## config.mk

```make
export PLATFORM = sky130hd
export DESIGN_NAME = conv_post_pad
export DESIGN_NICKNAME = d
export VERILOG_FILES = /design/src/rtl/conv_post_pad.sv
export SDC_FILE = /design/constraint.sdc
export NUM_CORES = 1
export LEC_CHECK = 0
export CORE_UTILIZATION = 37
export DETAILED_ROUTE_END_ITERATION = 7
export GPL_TIMING_DRIVEN = 0
export PLACE_DENSITY = 0.64
export SYNTH_ARGS = -nofsm -noshare
export SYNTH_HDL_FRONTEND = slang
export SYNTH_SLANG_ARGS = --single-unit
```

## constraint.sdc

```tcl
create_clock -name clock -period 10.1 [get_ports clock]
set_input_delay 1.01 -clock clock [delete_from_list [all_inputs] [get_ports clock]]
set_output_delay 1.01 -clock clock [all_outputs]
set_load 0.05 [all_outputs]
```

## src/rtl/conv_post_pad.sv

```systemverilog
// conv_post_pad
// Post-processing stage behind the 3x3 stride-1 convolution engine.
// Each 32-bit signed accumulator result goes through activation, a
// rounding arithmetic right shift and unsigned saturation. A one-pixel
// border of pad_value is added around the (D-2)x(D-2) results, so each
// frame leaves as a full DxD image on a valid/ready stream.
//
// The output side is a single register stage. It holds out_pixel,
// out_valid and out_last. That register can load whenever it is empty
// or is being drained in the same cycle. Border positions load the pad
// value without consuming input. Body positions load only when an
// input result is offered. So in_ready is the only combinational
// output: it must answer in the same cycle that the result is offered.

module conv_post_pad #(
    parameter int ACC_WIDTH = 32,
    parameter int OUT_WIDTH = 8,
    parameter int DIM_WIDTH = 8
) (
    input  logic                 clock,
    input  logic                 reset,
    input  logic                 start,
    input  logic [DIM_WIDTH-1:0] img_dim,
    input  logic [1:0]           act_mode,
    input  logic [4:0]           shift,
    input  logic [OUT_WIDTH-1:0] pad_value,
    input  logic [ACC_WIDTH-1:0] in_result,
    input  logic                 in_valid,
    output logic                 in_ready,
    output logic [OUT_WIDTH-1:0] out_pixel,
    output logic                 out_valid,
    input  logic                 out_ready,
    output logic                 out_last,
    output logic                 busy,
    output logic                 done
);

    // Two extra bits cover two cases. The first is |most negative|
    // under mode 2. The second is the rounding bias added on top of it.
    localparam int CALC_W = ACC_WIDTH + 2;

    localparam logic signed [CALC_W-1:0]   CALC_ZERO = {CALC_W{1'b0}};
    localparam logic signed [CALC_W-1:0]   CALC_ONE  = {{(CALC_W-1){1'b0}}, 1'b1};
    localparam logic signed [CALC_W-1:0]   SAT_MAX   = {{(CALC_W-OUT_WIDTH){1'b0}}, {OUT_WIDTH{1'b1}}};
    localparam logic [OUT_WIDTH-1:0]       PIX_ZERO  = {OUT_WIDTH{1'b0}};
    localparam logic [OUT_WIDTH-1:0]       PIX_MAX   = {OUT_WIDTH{1'b1}};
    localparam logic [DIM_WIDTH-1:0]       DIM_ZERO  = {DIM_WIDTH{1'b0}};
    localparam logic [DIM_WIDTH-1:0]       DIM_ONE   = {{(DIM_WIDTH-1){1'b0}}, 1'b1};
    localparam logic [DIM_WIDTH-1:0]       DIM_THREE = {{(DIM_WIDTH-2){1'b0}}, 2'b11};

    typedef enum logic [1:0] {
        S_IDLE  = 2'd0,
        S_RUN   = 2'd1,
        S_DRAIN = 2'd2
    } state_t;

    // Activation, rounding shift and saturation of one conv result.
    function automatic logic [OUT_WIDTH-1:0] post_process(
        input logic [ACC_WIDTH-1:0] x,
        input logic [1:0]           mode,
        input logic [4:0]           sh
    );
        logic signed [CALC_W-1:0] xs;
        logic signed [CALC_W-1:0] a;
        logic signed [CALC_W-1:0] bias;
        logic signed [CALC_W-1:0] r;
        logic [OUT_WIDTH-1:0]     res;
        xs   = {{2{x[ACC_WIDTH-1]}}, x};
        a    = xs;
        bias = CALC_ZERO;
        r    = CALC_ZERO;
        res  = PIX_ZERO;
        case (mode)
            2'd1:    a = xs[CALC_W-1] ? CALC_ZERO : xs;
            2'd2:    a = xs[CALC_W-1] ? -xs : xs;
            default: a = xs;
        endcase
        if (sh != 5'd0) begin
            bias = CALC_ONE <<< (sh - 5'd1);
            r    = (a + bias) >>> sh;
        end else begin
            r = a;
        end
        if (r[CALC_W-1]) begin
            res = PIX_ZERO;
        end else if (r > SAT_MAX) begin
            res = PIX_MAX;
        end else begin
            res = r[OUT_WIDTH-1:0];
        end
        return res;
    endfunction

    state_t                 state_q, state_d;
    logic [DIM_WIDTH-1:0]   row_q, row_d;
    logic [DIM_WIDTH-1:0]   col_q, col_d;
    logic [DIM_WIDTH-1:0]   dim_q, dim_d;
    logic [1:0]             mode_q, mode_d;
    logic [4:0]             shift_q, shift_d;
    logic [OUT_WIDTH-1:0]   pad_q, pad_d;
    logic [OUT_WIDTH-1:0]   out_pixel_q, out_pixel_d;
    logic                   out_valid_q, out_valid_d;
    logic                   out_last_q, out_last_d;
    logic                   busy_q, busy_d;
    logic                   done_q, done_d;

    logic                   start_ok_s;
    logic [DIM_WIDTH-1:0]   dim_m1_s;
    logic                   border_s;
    logic                   at_last_s;
    logic                   may_load_s;
    logic                   xfer_s;
    logic                   load_s;
    logic                   load_pad_s;
    logic                   in_ready_s;

    // Position decode and handshake qualifiers shared by FSM and datapath.
    always_comb begin
        start_ok_s = (state_q == S_IDLE) && start && (img_dim >= DIM_THREE);
        dim_m1_s   = dim_q - DIM_ONE;
        border_s   = (row_q == DIM_ZERO) || (row_q == dim_m1_s) ||
                     (col_q == DIM_ZERO) || (col_q == dim_m1_s);
        at_last_s  = (row_q == dim_m1_s) && (col_q == dim_m1_s);
        may_load_s = !out_valid_q || out_ready;
        xfer_s     = out_valid_q && out_ready;
    end

    // FSM state register; reset aborts any frame in flight.
    always_ff @(posedge clock or negedge reset) begin
        if (!reset) begin
            state_q <= S_IDLE;
        end else begin
            state_q <= state_d;
        end
    end

    // FSM next state: IDLE -> RUN on start, RUN -> DRAIN on last load, DRAIN -> IDLE on its transfer.
    always_comb begin
        state_d = state_q;
        case (state_q)
            S_IDLE: begin
                if (start_ok_s) begin
                    state_d = S_RUN;
                end else begin
                    state_d = S_IDLE;
                end
            end
            S_RUN: begin
                if (load_s && at_last_s) begin
                    state_d = S_DRAIN;
                end else begin
                    state_d = S_RUN;
                end
            end
            S_DRAIN: begin
                if (xfer_s) begin
                    state_d = S_IDLE;
                end else begin
                    state_d = S_DRAIN;
                end
            end
            default: state_d = S_IDLE;
        endcase
    end

    // FSM outputs: decide whether the output register loads and from where.
    always_comb begin
        in_ready_s = 1'b0;
        load_s     = 1'b0;
        load_pad_s = 1'b0;
        case (state_q)
            S_RUN: begin
                if (border_s) begin
                    load_s     = may_load_s;
                    load_pad_s = 1'b1;
                end else begin
                    in_ready_s = may_load_s;
                    load_s     = may_load_s && in_valid;
                end
            end
            default: begin
                in_ready_s = 1'b0;
                load_s     = 1'b0;
                load_pad_s = 1'b0;
            end
        endcase
    end

    // Datapath next state: config latch, raster counters, output register, status.
    always_comb begin
        dim_d       = dim_q;
        mode_d      = mode_q;
        shift_d     = shift_q;
        pad_d       = pad_q;
        row_d       = row_q;
        col_d       = col_q;
        out_pixel_d = out_pixel_q;
        out_valid_d = out_valid_q;
        out_last_d  = out_last_q;

        if (start_ok_s) begin
            dim_d   = img_dim;
            mode_d  = act_mode;
            shift_d = shift;
            pad_d   = pad_value;
            row_d   = DIM_ZERO;
            col_d   = DIM_ZERO;
        end else if (load_s) begin
            if (col_q == dim_m1_s) begin
                col_d = DIM_ZERO;
                row_d = row_q + DIM_ONE;
            end else begin
                col_d = col_q + DIM_ONE;
                row_d = row_q;
            end
        end else begin
            row_d = row_q;
            col_d = col_q;
        end

        if (load_s) begin
            out_pixel_d = load_pad_s ? pad_q : post_process(in_result, mode_q, shift_q);
            out_valid_d = 1'b1;
            out_last_d  = at_last_s;
        end else if (out_ready) begin
            out_valid_d = 1'b0;
            out_last_d  = 1'b0;
        end else begin
            out_valid_d = out_valid_q;
            out_last_d  = out_last_q;
        end

        busy_d = (state_d != S_IDLE);
        done_d = (state_q == S_DRAIN) && xfer_s;
    end

    // Datapath registers; async reset clears every output and counter.
    always_ff @(posedge clock or negedge reset) begin
        if (!reset) begin
            dim_q       <= DIM_ZERO;
            mode_q      <= 2'd0;
            shift_q     <= 5'd0;
            pad_q       <= PIX_ZERO;
            row_q       <= DIM_ZERO;
            col_q       <= DIM_ZERO;
            out_pixel_q <= PIX_ZERO;
            out_valid_q <= 1'b0;
            out_last_q  <= 1'b0;
            busy_q      <= 1'b0;
            done_q      <= 1'b0;
        end else begin
            dim_q       <= dim_d;
            mode_q      <= mode_d;
            shift_q     <= shift_d;
            pad_q       <= pad_d;
            row_q       <= row_d;
            col_q       <= col_d;
            out_pixel_q <= out_pixel_d;
            out_valid_q <= out_valid_d;
            out_last_q  <= out_last_d;
            busy_q      <= busy_d;
            done_q      <= done_d;
        end
    end

    assign in_ready  = in_ready_s;
    assign out_pixel = out_pixel_q;
    assign out_valid = out_valid_q;
    assign out_last  = out_last_q;
    assign busy      = busy_q;
    assign done      = done_q;

endmodule

```

# --- After elaboration in Yosys (flattened, before gate mapping) ---
# Cells that the tools add are included.
word_totals:
  ramBits: 0
  latch_bits: 0
  word_cells: 77
  romBits: 0
  in_bits: 60
  out_inout_bits: 13
  n_memories: 0
  reg_bits: 53
op_classes:
  n_div: 0
  bitwise_logic: 0
  n_mux: 28
  n_reduce_logical: 21
  add_sub_neg: 6
  multipliers: 0
  magnitude_cmp: 2
  n_eq_ne: 6
  shifts: 2
ops:
  columns: ["operator", "count"]
  rows:
  - ["$mux 34", 4]
  - ["$mux 8", 9]
  - ["$pmux 34 s2", 1]
  - ["$add 34x34->34", 1]
  - ["$gt 34x9->1 const B", 1]
  - ["$neg 32->34", 1]
  - ["$sshl 2x5->34 const A", 1]
  - ["$sshr 34x5->34", 1]
  - ["$mux 31", 1]
  - ["$add 8x1->8 const B", 2]
  - ["$eq 8x8->1", 2]
  - ["$logic_not 8->1", 2]
  - ["$mux 1", 10]
  - ["$ge 8x2->1 const B", 1]
  - ["$reduce_bool 2->1", 4]
  - ["$sub 8x1->8 const B", 1]
  - ["$logic_and 1x1->1", 7]
  - ["$pmux 2 s3", 1]
  - ["$reduce_bool 5->1", 1]
  - ["$sub 5x1->5 const B", 1]
  - ["$eq 2x1->1 const B", 2]
  - ["$eq 2x2->1 const B", 2]
  - ["$logic_or 1x1->1", 4]
  - ["$mux 2", 2]
  - ["3 further kinds", 3]

# --- Depth between registers and ports, before layout ---
# Gate-level depths: netlist of run 1.
logic_depth:
  word_depth: 16
  ltp_mapped: 25

# --- Worst setup path after synthesis of run 1 ---
# Ideal clock, no wire load.
synth_timing:
  kind: "input to register"
  from: "input port in_result[1]"
  to: "register out_pixel_q[1] (netlist: out_pixel[1])"
  required_time_ns: 9.966
  arrival_time_ns: 6.188
  slack_ns: 3.778
  cell_stages: 22
  setup_ns: 0.134
  cell_sequence: "inv_1 > ha_1 > or4b_1 > clkbuf_1 > nor4_1 > a31oi_1 > xor2_1 > a22o_1 > ha_1 > clkbuf_1 > nand2_1 > nor2_1 > o211ai_2 > and4_1 > or3_1 > a221o_1 > mux2_4 > o31a_1 > nor4_4 > o211ai_4 > nor3_2 > o31ai_2"
synth_between:
  elab_chain_cells: 12
  word_cells_on_any_way: 13
  cone_classes: "add/sub: 2; order compare: 1; shift: 1; mux: 9"
synth_rtl:
  columns: ["element", "line_no", "source"]
  rows:
  - ["start: declaration", "27", "input logic [ACC_WIDTH-1:0] in_result,"]
  - ["$neg 32->34", "75", "2'd2: a = xs[CALC_W-1] ? -xs : xs;"]
  - ["$mux 34", "75", null]
  - ["$pmux 34 s2 (*)", "73", "case (mode)"]
  - ["$mux 34 (*)", "221", "if (load_s) begin"]
  - ["$add 34x34->34", "80", "r = (a + bias) >>> sh;"]
  - ["$sshr 34x5->34", "80", null]
  - ["$mux 34 (*)", "78", "if (sh != 5'd0) begin"]
  - ["$mux 34 (*)", "221", null]
  - ["$gt 34x9->1", "86", "end else if (r > SAT_MAX) begin"]
  - ["$mux 8", "86", null]
  - ["$mux 8 (*)", "84", "if (r[CALC_W-1]) begin"]
  - ["$mux 8 (*)", "222", "out_pixel_d = load_pad_s ? pad_q : post_process(in_result, mode_q, shift_q);"]
  - ["end signal: assignment", "258", "out_pixel_q <= out_pixel_d;"]
  - ["end: declaration", "101", "logic [OUT_WIDTH-1:0] out_pixel_q, out_pixel_d;"]
# Mark *: on every way between the ends. The rest lies on a longest branch, timed or not. The select of a mux whose other input is x is not followed.
# A chain may end at the register's enable or synchronous reset.

# --- Worst setup path after layout of run 1 ---
layout_timing:
  from: "input port in_result[1]"
  to: "register out_pixel_q[3] (netlist: out_pixel[3])"
# Same word-level chain as after synthesis.

==> flow_summary.json, run 1 <==
{
  "status": "completed",
  "clkPwrFrac_pct": 5.8,
  "synth_warnings": 0,
  "cts_sinks": 53,
  "ys_ff_latch": 53,
  "port_buffers": 71,
  "cts_buffer_depth": 2,
  "synth_fp_nets": 1386,
  "crit_top_cell": "o21ai_0",
  "wl_per_cell_um": 22.28,
  "hold_start": "pad_q[6]",
  "dp_hpwl_um": 29940,
  "post-cts-setup-buffers": 0,
  "timing.rr.start": "shift_q[2]",
  "cts_inserted_buffers": 5,
  "setup_viol": 0,
  "drc": 0,
  "internal_power_w": 0.001205,
  "antenna_cells": 0,
  "cts-resized-gates": 0,
  "hold_viol_final": 0,
  "worst-path-max-fanout": 10,
  "grt_use_total_pct": 29.87,
  "maxCapViolCount": 0,
  "worst-path-stages": 25,
  "rr_endpoint": "out_pixel[3]",
  "seq_area_frac_synth_pct": 14.78,
  "nNetsFinal": 1465,
  "std_cell_rows": 56,
  "crit_slowest_cell": "nor4_1",
  "r2r_cells": 22,
  "syn_inst": 1285,
  "grt_first_pass_wirelength_um": 57350,
  "die_area_mm2": 0.02489,
  "worstSetupStartpointType": "input pin",
  "syn2layout_area_growth_pct": 14.16,
  "gp_congestion": 0.9971,
  "place_area_mm2": 0.01010,
  "ant_nets": 0,
  "syn_area_mm2": 0.008976,
  "cts_tree": "done",
  "synth_edf_count": 0,
  "htree_levels": 2,
  "syn_avg_cell_area_um2": 6.985,
  "arrival_ns": 8.86,
  "insertion_delay_ns": 0.29,
  "first_pass_iters": 6,
  "timing.final.crit_share_pct": 86.32,
  "relSlewSlack_pct": 17.10,
  "path_class": "in -> reg",
  "reg2reg_slack_ns": 1.76,
  "grt_max_degree": 37,
  "combPwrFrac_pct": 82.6,
  "gr-total-overflow": 0,
  "placed_cells": 1676,
  "endpoint": "out_pixel[3]",
  "pin_count": 73,
  "critPathLaunch": "in_result[1]",
  "die_w_um": 157.8,
  "wl_met3_um": 3091,
  "core_area_mm2": 0.02361,
  "wl_um": 37500,
  "critical_path.top_delay_family": "compound AO/OA/AOI/OAI gates",
  "cts_hold_buffers": 0,
  "met1Wirelength_um": 16150,
  "seqPwrFrac_pct": 11.6,
  "power_switching_w": 0.001758,
  "viasPerCell": 6.547,
  "drtIter0Drc": 1481,
  "fill_cells": 2501,
  "fin_worst_skew_ns": 0.004401,
  "worstMarginPinSlew_ns": 1.236,
  "ys.flop_type": "dfrtp_1",
  "max_stage_delay_ns": 0.90,
  "grt_pass1_vias": 10185,
  "post-route-min-period_ns": 8.718,
  "top_layer_used": "met4",
  "clk_pin_slew_worst_paths_ns": 0.07,
  "fmax_ghz": 0.1147,
  "antenna_found_initial": 0,
  "drive_above_1_share_pct": 4.765,
  "start_util_pct": 38.01,
  "vias": 11019,
  "async_flop_share_pct": 100.0,
  "setup-tns-final_ns": 0,
  "finalNonFillerCells": 1683,
  "fin_area_mm2": 0.01025,
  "p_per_area_mw_per_mm2": 289.1,
  "swShare_pct": 59.34,
  "die_h_um": 157.8,
  "cp.required_ns": 10.24,
  "finalMaxSlewViolations": 0,
  "crit_buf_inv": 4,
  "ir_drop_mv": 0.1321,
  "ctsRootBufferMaster": "clkbuf_16",
  "wl_met2_um": 16490,
  "cp-end-kind": "flop",
  "post_synth_num_cell_types": 86,
  "p_leak_nw": 3.843,
  "hp-class": "reg -> reg",
  "rsz0062_at_grt": "false"
}
-- metrics by stage --
step	power (W)	hold slack, ns	setup slack, ns	utilization (%)
final	0.002963	0.5105	1.382	43.40
after detailed placement	0.002713	0.5008	1.525	42.78
after global routing	0.003157	0.5247	0.9226	43.40
after global placement	0.002699	0.4888	1.592	42.71
after CTS	0.002895	0.5164	1.790	43.40
after floorplan	0.001995	0.4806	3.778	-
-- kinds of logic (layout without fill, tap and decap cells) --
group	count (synthesis)	count (layout)	synth area share [%]
and+or+nand+nor	507	507	28.31
AOI/OAI and AO/OA	463	463	34.79
buffers and inverters	130	209	5.576
DFF	53	53	14.78
xor gates and xnor gates	48	48	4.684
muxes	43	43	6.063
adders and majority gates	41	41	5.799
-- Yosys cell counts, types with 7 or more instances --
library cell  instances  area [um^2]
o22ai_1              11        68.82
and3_1               15        93.84
nor4b_1               7        61.31
o21ai_1               9        45.04
nor2_1              128        480.5
a211oi_1             30        225.2
mux2i_1              18        180.2
o311ai_0              8        70.07
a21o_1               19        142.6
a211o_1              11        96.34
or3_1                16        100.1
nand4_1              32        200.2
o21ai_0             101        505.5
ha_1                 40        500.5
mux2_2               17        191.4
nor4_1               22        137.6
nand3_1              44        220.2
a22oi_1              11        82.58
o211ai_1             25        187.7
or2_2                 8        50.05
nor3_1               58        290.3
a221oi_1              8        70.07
o41ai_1              12        105.1
a21oi_1              99        495.5
and2_1                9        56.30
nand2_1             121        454.2
a31oi_1              17        106.4
inv_1                41        153.9
clkbuf_1             76        285.3
a21boi_0              7        52.55
xor2_1               18        157.7
o31ai_1              13        97.59
a22o_1                9        78.83
mux4_2                7        157.7
xnor2_1              30        262.8
dfrtp_1              53         1326
o21a_1               13        97.59
and4_1                9        78.83
-- registers in the layout, indices dropped and copies added, names as in the netlist --
name and count:
mode_q 2, col_q 8, out_last 1, dim_q 8
row_q 8, state_q 2, out_pixel 8, pad_q 8
busy 1, done 1, out_valid 1, shift_q 5
-- per-layer routing --
| metal | GRT usage, % | vias to the layer above |
|---|---|---|
| met5 | 0 | - |
| met2 | 47.77 | 611 |
| met1 | 40.29 | 5204 |
| met3 | 3.011 | 115 |
| met4 | 13.64 | 0 |
| li1 | - | 5089 |
-- worst reg2reg max path, cell delays in order, from the launching register on --
cell       delay (ns)
dfrtp_1          0.45
clkbuf_1         0.43
buf_1            0.57
clkbuf_1         0.56
clkbuf_1         0.47
buf_1            0.55
nand3_1          0.29
nor2_1           0.17
ha_1             0.17
clkbuf_1         0.35
nand2_1          0.13
o21ai_0          0.80
a21oi_1          0.34
mux2i_1          0.23
o311ai_0         0.26
nor3_1           0.62
a2111oi_0        0.22
a211oi_1         0.57
o21a_1           0.21
nor4b_2          0.31
o211ai_4         0.17
o21ai_1          0.21
a31oi_1          0.10
-- worst min path at each step --
stage	slack, ns	end	cells after the start
after floorplan	0.48	pad_q[0]	1
after global placement	0.49	pad_q[4]	1
after detailed placement	0.50	pad_q[6]	1
after CTS	0.52	pad_q[6]	1
after global routing	0.52	pad_q[6]	1
final	0.51	pad_q[6]	1
-- layout by cell type (no fill, tap or decap), types with 17 or more instances in the layout --
master	synthesis	routed
nor4_1	22	22
nand2_1	121	121
xnor2_1	30	30
o21ai_0	101	101
ha_1	40	40
inv_1	41	41
nand3_1	44	44
dfrtp_1	53	53
o211ai_1	25	25
mux2i_1	18	18
nor3_1	58	58
mux2_2	17	17
nand4_1	32	32
xor2_1	18	18
nor2_1	128	128
a21oi_1	99	99
a31oi_1	17	17
clkdlybuf4s50_1	0	70
clkbuf_1	76	76
a21o_1	19	19
a211oi_1	30	30
-- power groups by stage --
stage          registers (W)  clock network (W)  logic (W)
6_report            0.000344           0.000172    0.00245
5_1_grt             0.000353           0.000182    0.00262
4_1_cts             0.000344           0.000175    0.00238
3_5_place_dp        0.000347                  0    0.00237
3_3_place_gp        0.000346                  0    0.00235
2_1_floorplan       0.000392                  0    0.00160
-- area by class of cell --
type                    count  area (um^2)  share of cell area (%)
plain buffers              87        339.1                   3.309
clock buffers               6        138.9                   1.355
clock inverters             1        7.507                 0.07326
inverters                  43        161.4                   1.575
multi-input cells        1102         7149                   69.77
flip-flops and latches     53         1326                   12.94
well taps                 319        399.1                   3.895
repair buffers             72        725.7                   7.082
Note: power is estimated with default switching activity, not from simulation.
==> inputs of run 2 (changes only) <==
--- a/config.mk
+++ b/config.mk
@@ -5,10 +5,12 @@
 export SDC_FILE = /design/constraint.sdc
 export NUM_CORES = 1
 export LEC_CHECK = 0
+export CELL_PAD_IN_SITES_DETAIL_PLACEMENT = 1
+export CELL_PAD_IN_SITES_GLOBAL_PLACEMENT = 1
 export CORE_UTILIZATION = 37
 export DETAILED_ROUTE_END_ITERATION = 7
 export GPL_TIMING_DRIVEN = 0
-export PLACE_DENSITY = 0.64
+export PLACE_DENSITY = 0.8
 export SYNTH_ARGS = -nofsm -noshare
 export SYNTH_HDL_FRONTEND = slang
 export SYNTH_SLANG_ARGS = --single-unit
==> run 2 against run 1 <==
Clock-buffer cell count is 1 lower. Register-to-register slack barely moved. Wire length is 6.6% higher. Utilization up 0.11 points. Combinational power is 2% higher. Final cell count hardly changed. Flip-flop and latch count is the same. Clock skew up 0.00076 ns. Worst hold slack got worse by 0.0085 ns. Global-route usage is 2.5 points higher. Power is 2.2% higher. Critical endpoint is now out_pixel[7]. Largest cell class unchanged.
==> flow_summary.json, run 2 (synthesized netlist as in run 1, its figures left out) <==
{
  "status": "completed",
  "max_stage_delay_ns": 0.91,
  "placed_cells": 1676,
  "setup-tns-final_ns": 0,
  "maxCapViolCount": 0,
  "finalMaxSlewViolations": 0,
  "worst-path-max-fanout": 10,
  "fmax_ghz": 0.1179,
  "pre_cts_ws_ns": 1.521,
  "setup_viol": 0,
  "path_class": "in -> reg",
  "antenna_cells": 0,
  "crit_slowest_cell": "a211oi_1",
  "holdPathEnd": "out_pixel[1]",
  "clk_pin_slew_worst_paths_ns": 0.07,
  "gr-total-overflow": 0,
  "grt_first_pass_wirelength_um": 62160,
  "antenna_found_initial": 0,
  "fin_area_mm2": 0.01027,
  "drc": 0,
  "ir_drop_mv": 0.1588,
  "cts-resized-gates": 0,
  "most-common-layout-cells": "128 x nor2_1, 121 x nand2_1, 101 x o21ai_0, 99 x a21oi_1, 76 x clkbuf_1",
  "cts_buffer_depth": 2,
  "port_buffers": 71,
  "whs_path_depth": 2,
  "final_common_cell": "nor2_1",
  "vias": 11222,
  "gp_congestion": 0.9785,
  "core_area_mm2": 0.02361,
  "syn2layout_area_growth_pct": 14.44,
  "worstSetupStartpointType": "input pin",
  "ant_nets": 0,
  "cts_hold_buffers": 0,
  "grt_use_total_pct": 32.38,
  "relSlewSlack_pct": 20.99,
  "start_util_pct": 38.01,
  "first_pass_iters": 6,
  "die_h_um": 157.8,
  "crit_top_cell": "o21ai_0",
  "ctsRootBufferMaster": "clkbuf_16",
  "cp-end-kind": "flop",
  "htree_levels": 2,
  "timing.rr.start": "shift_q[2]",
  "grt_max_degree": 38,
  "hold_start": "out_pixel[1]",
  "hold_viol_final": 0,
  "total_power_w": 0.003029,
  "finalNonFillerCells": 1684,
  "place_area_mm2": 0.01010,
  "arrival_ns": 8.70,
  "post-route-min-period_ns": 8.484,
  "post-cts-setup-buffers": 0,
  "drtIter0Drc": 1099,
  "cts_tree": "done",
  "grt_pass1_vias": 11052,
  "insertion_delay_ns": 0.30,
  "timing.final.crit_share_pct": 84.00,
  "rsz0062_at_grt": "false",
  "nNetsFinal": 1465,
  "worst_slack_ns": 1.616,
  "p_leak_nw": 3.854,
  "hp-class": "reg -> reg",
  "pin_count": 73,
  "r2r_cells": 22,
  "rr_endpoint": "out_pixel[7]",
  "cts_inserted_buffers": 5,
  "viasPerCell": 6.664,
  "fill_cells": 3053,
  "worstMarginPinSlew_ns": 1.174,
  "dp_hpwl_um": 31940,
  "fin_worst_skew_ns": 0.005161,
  "drive_above_1_share_pct": 4.835,
  "die_area_mm2": 0.02489,
  "cp.required_ns": 10.32,
  "reg2reg_slack_ns": 1.77,
  "wl_um": 39980,
  "std_cell_rows": 56,
  "p_per_area_mw_per_mm2": 294.8,
  "wl_per_cell_um": 23.74,
  "die_w_um": 157.8,
  "cts_sinks": 53
}
[run 2: metrics by stage]
step           hold slack (ns)  util (%)
6_report                0.5020     43.50
4_1_cts                 0.5128     43.50
2_1_floorplan           0.4806         -
3_5_place_dp            0.4981     42.78
3_3_place_gp            0.4910     42.71
5_1_grt                 0.5414     43.50
[run 2: worst max-delay path, delay by kind of cell]
kind | cells | cell delay (ns)
simple gates | 8 | 2.48
compound gates | 11 | 3.66
fa+ha+maj | 2 | 0.45
buf+inv | 4 | 1.08
[run 2: cell type report]
class | instances | area [um^2] | area share [%]
Sequential cell | 53 | 1326 | 12.91
Multi-Input combinational cell | 1102 | 7149 | 69.60
Clock inverter | 3 | 46.29 | 0.4507
Tap cell | 319 | 399.1 | 3.885
Inverter | 43 | 161.4 | 1.571
Buffer | 87 | 339.1 | 3.301
Timing Repair Buffer | 72 | 725.7 | 7.065
Clock buffer | 5 | 125.1 | 1.218
[run 2: worst max path at each step]
stage / start / end / slack (ns) / depth (start not counted)
after floorplan: in_result[1] / out_pixel[1] / 3.78 / 22
after global placement: in_result[0] / out_pixel[3] / 1.65 / 25
after detailed placement: in_result[1] / out_pixel[3] / 1.52 / 25
after CTS: in_result[1] / out_pixel[3] / 1.82 / 25
after global routing: in_result[1] / out_pixel[3] / 1.03 / 25
final: in_result[1] / out_pixel[7] / 1.62 / 25
[run 2: metal layers]
metal	vias to the layer above	global-route usage (%)	share of wire, %
met2	526	51.92	44
met3	105	2.655	7.6
li1	5084	-	-
met5	-	0	0
met1	5507	43.23	43
met4	0	16.78	5.2
[run 2: power by group]
| group | switching, W | total [W] | internal (W) | leakage (nW) |
|---|---|---|---|---|
| logic | 0.00166 | 0.00249 | 0.000825 | 3.13 |
| registers | 0.0000612 | 0.000344 | 0.000282 | 0.647 |
| clock network | 0.0000823 | 0.000200 | 0.000117 | 0.0800 |
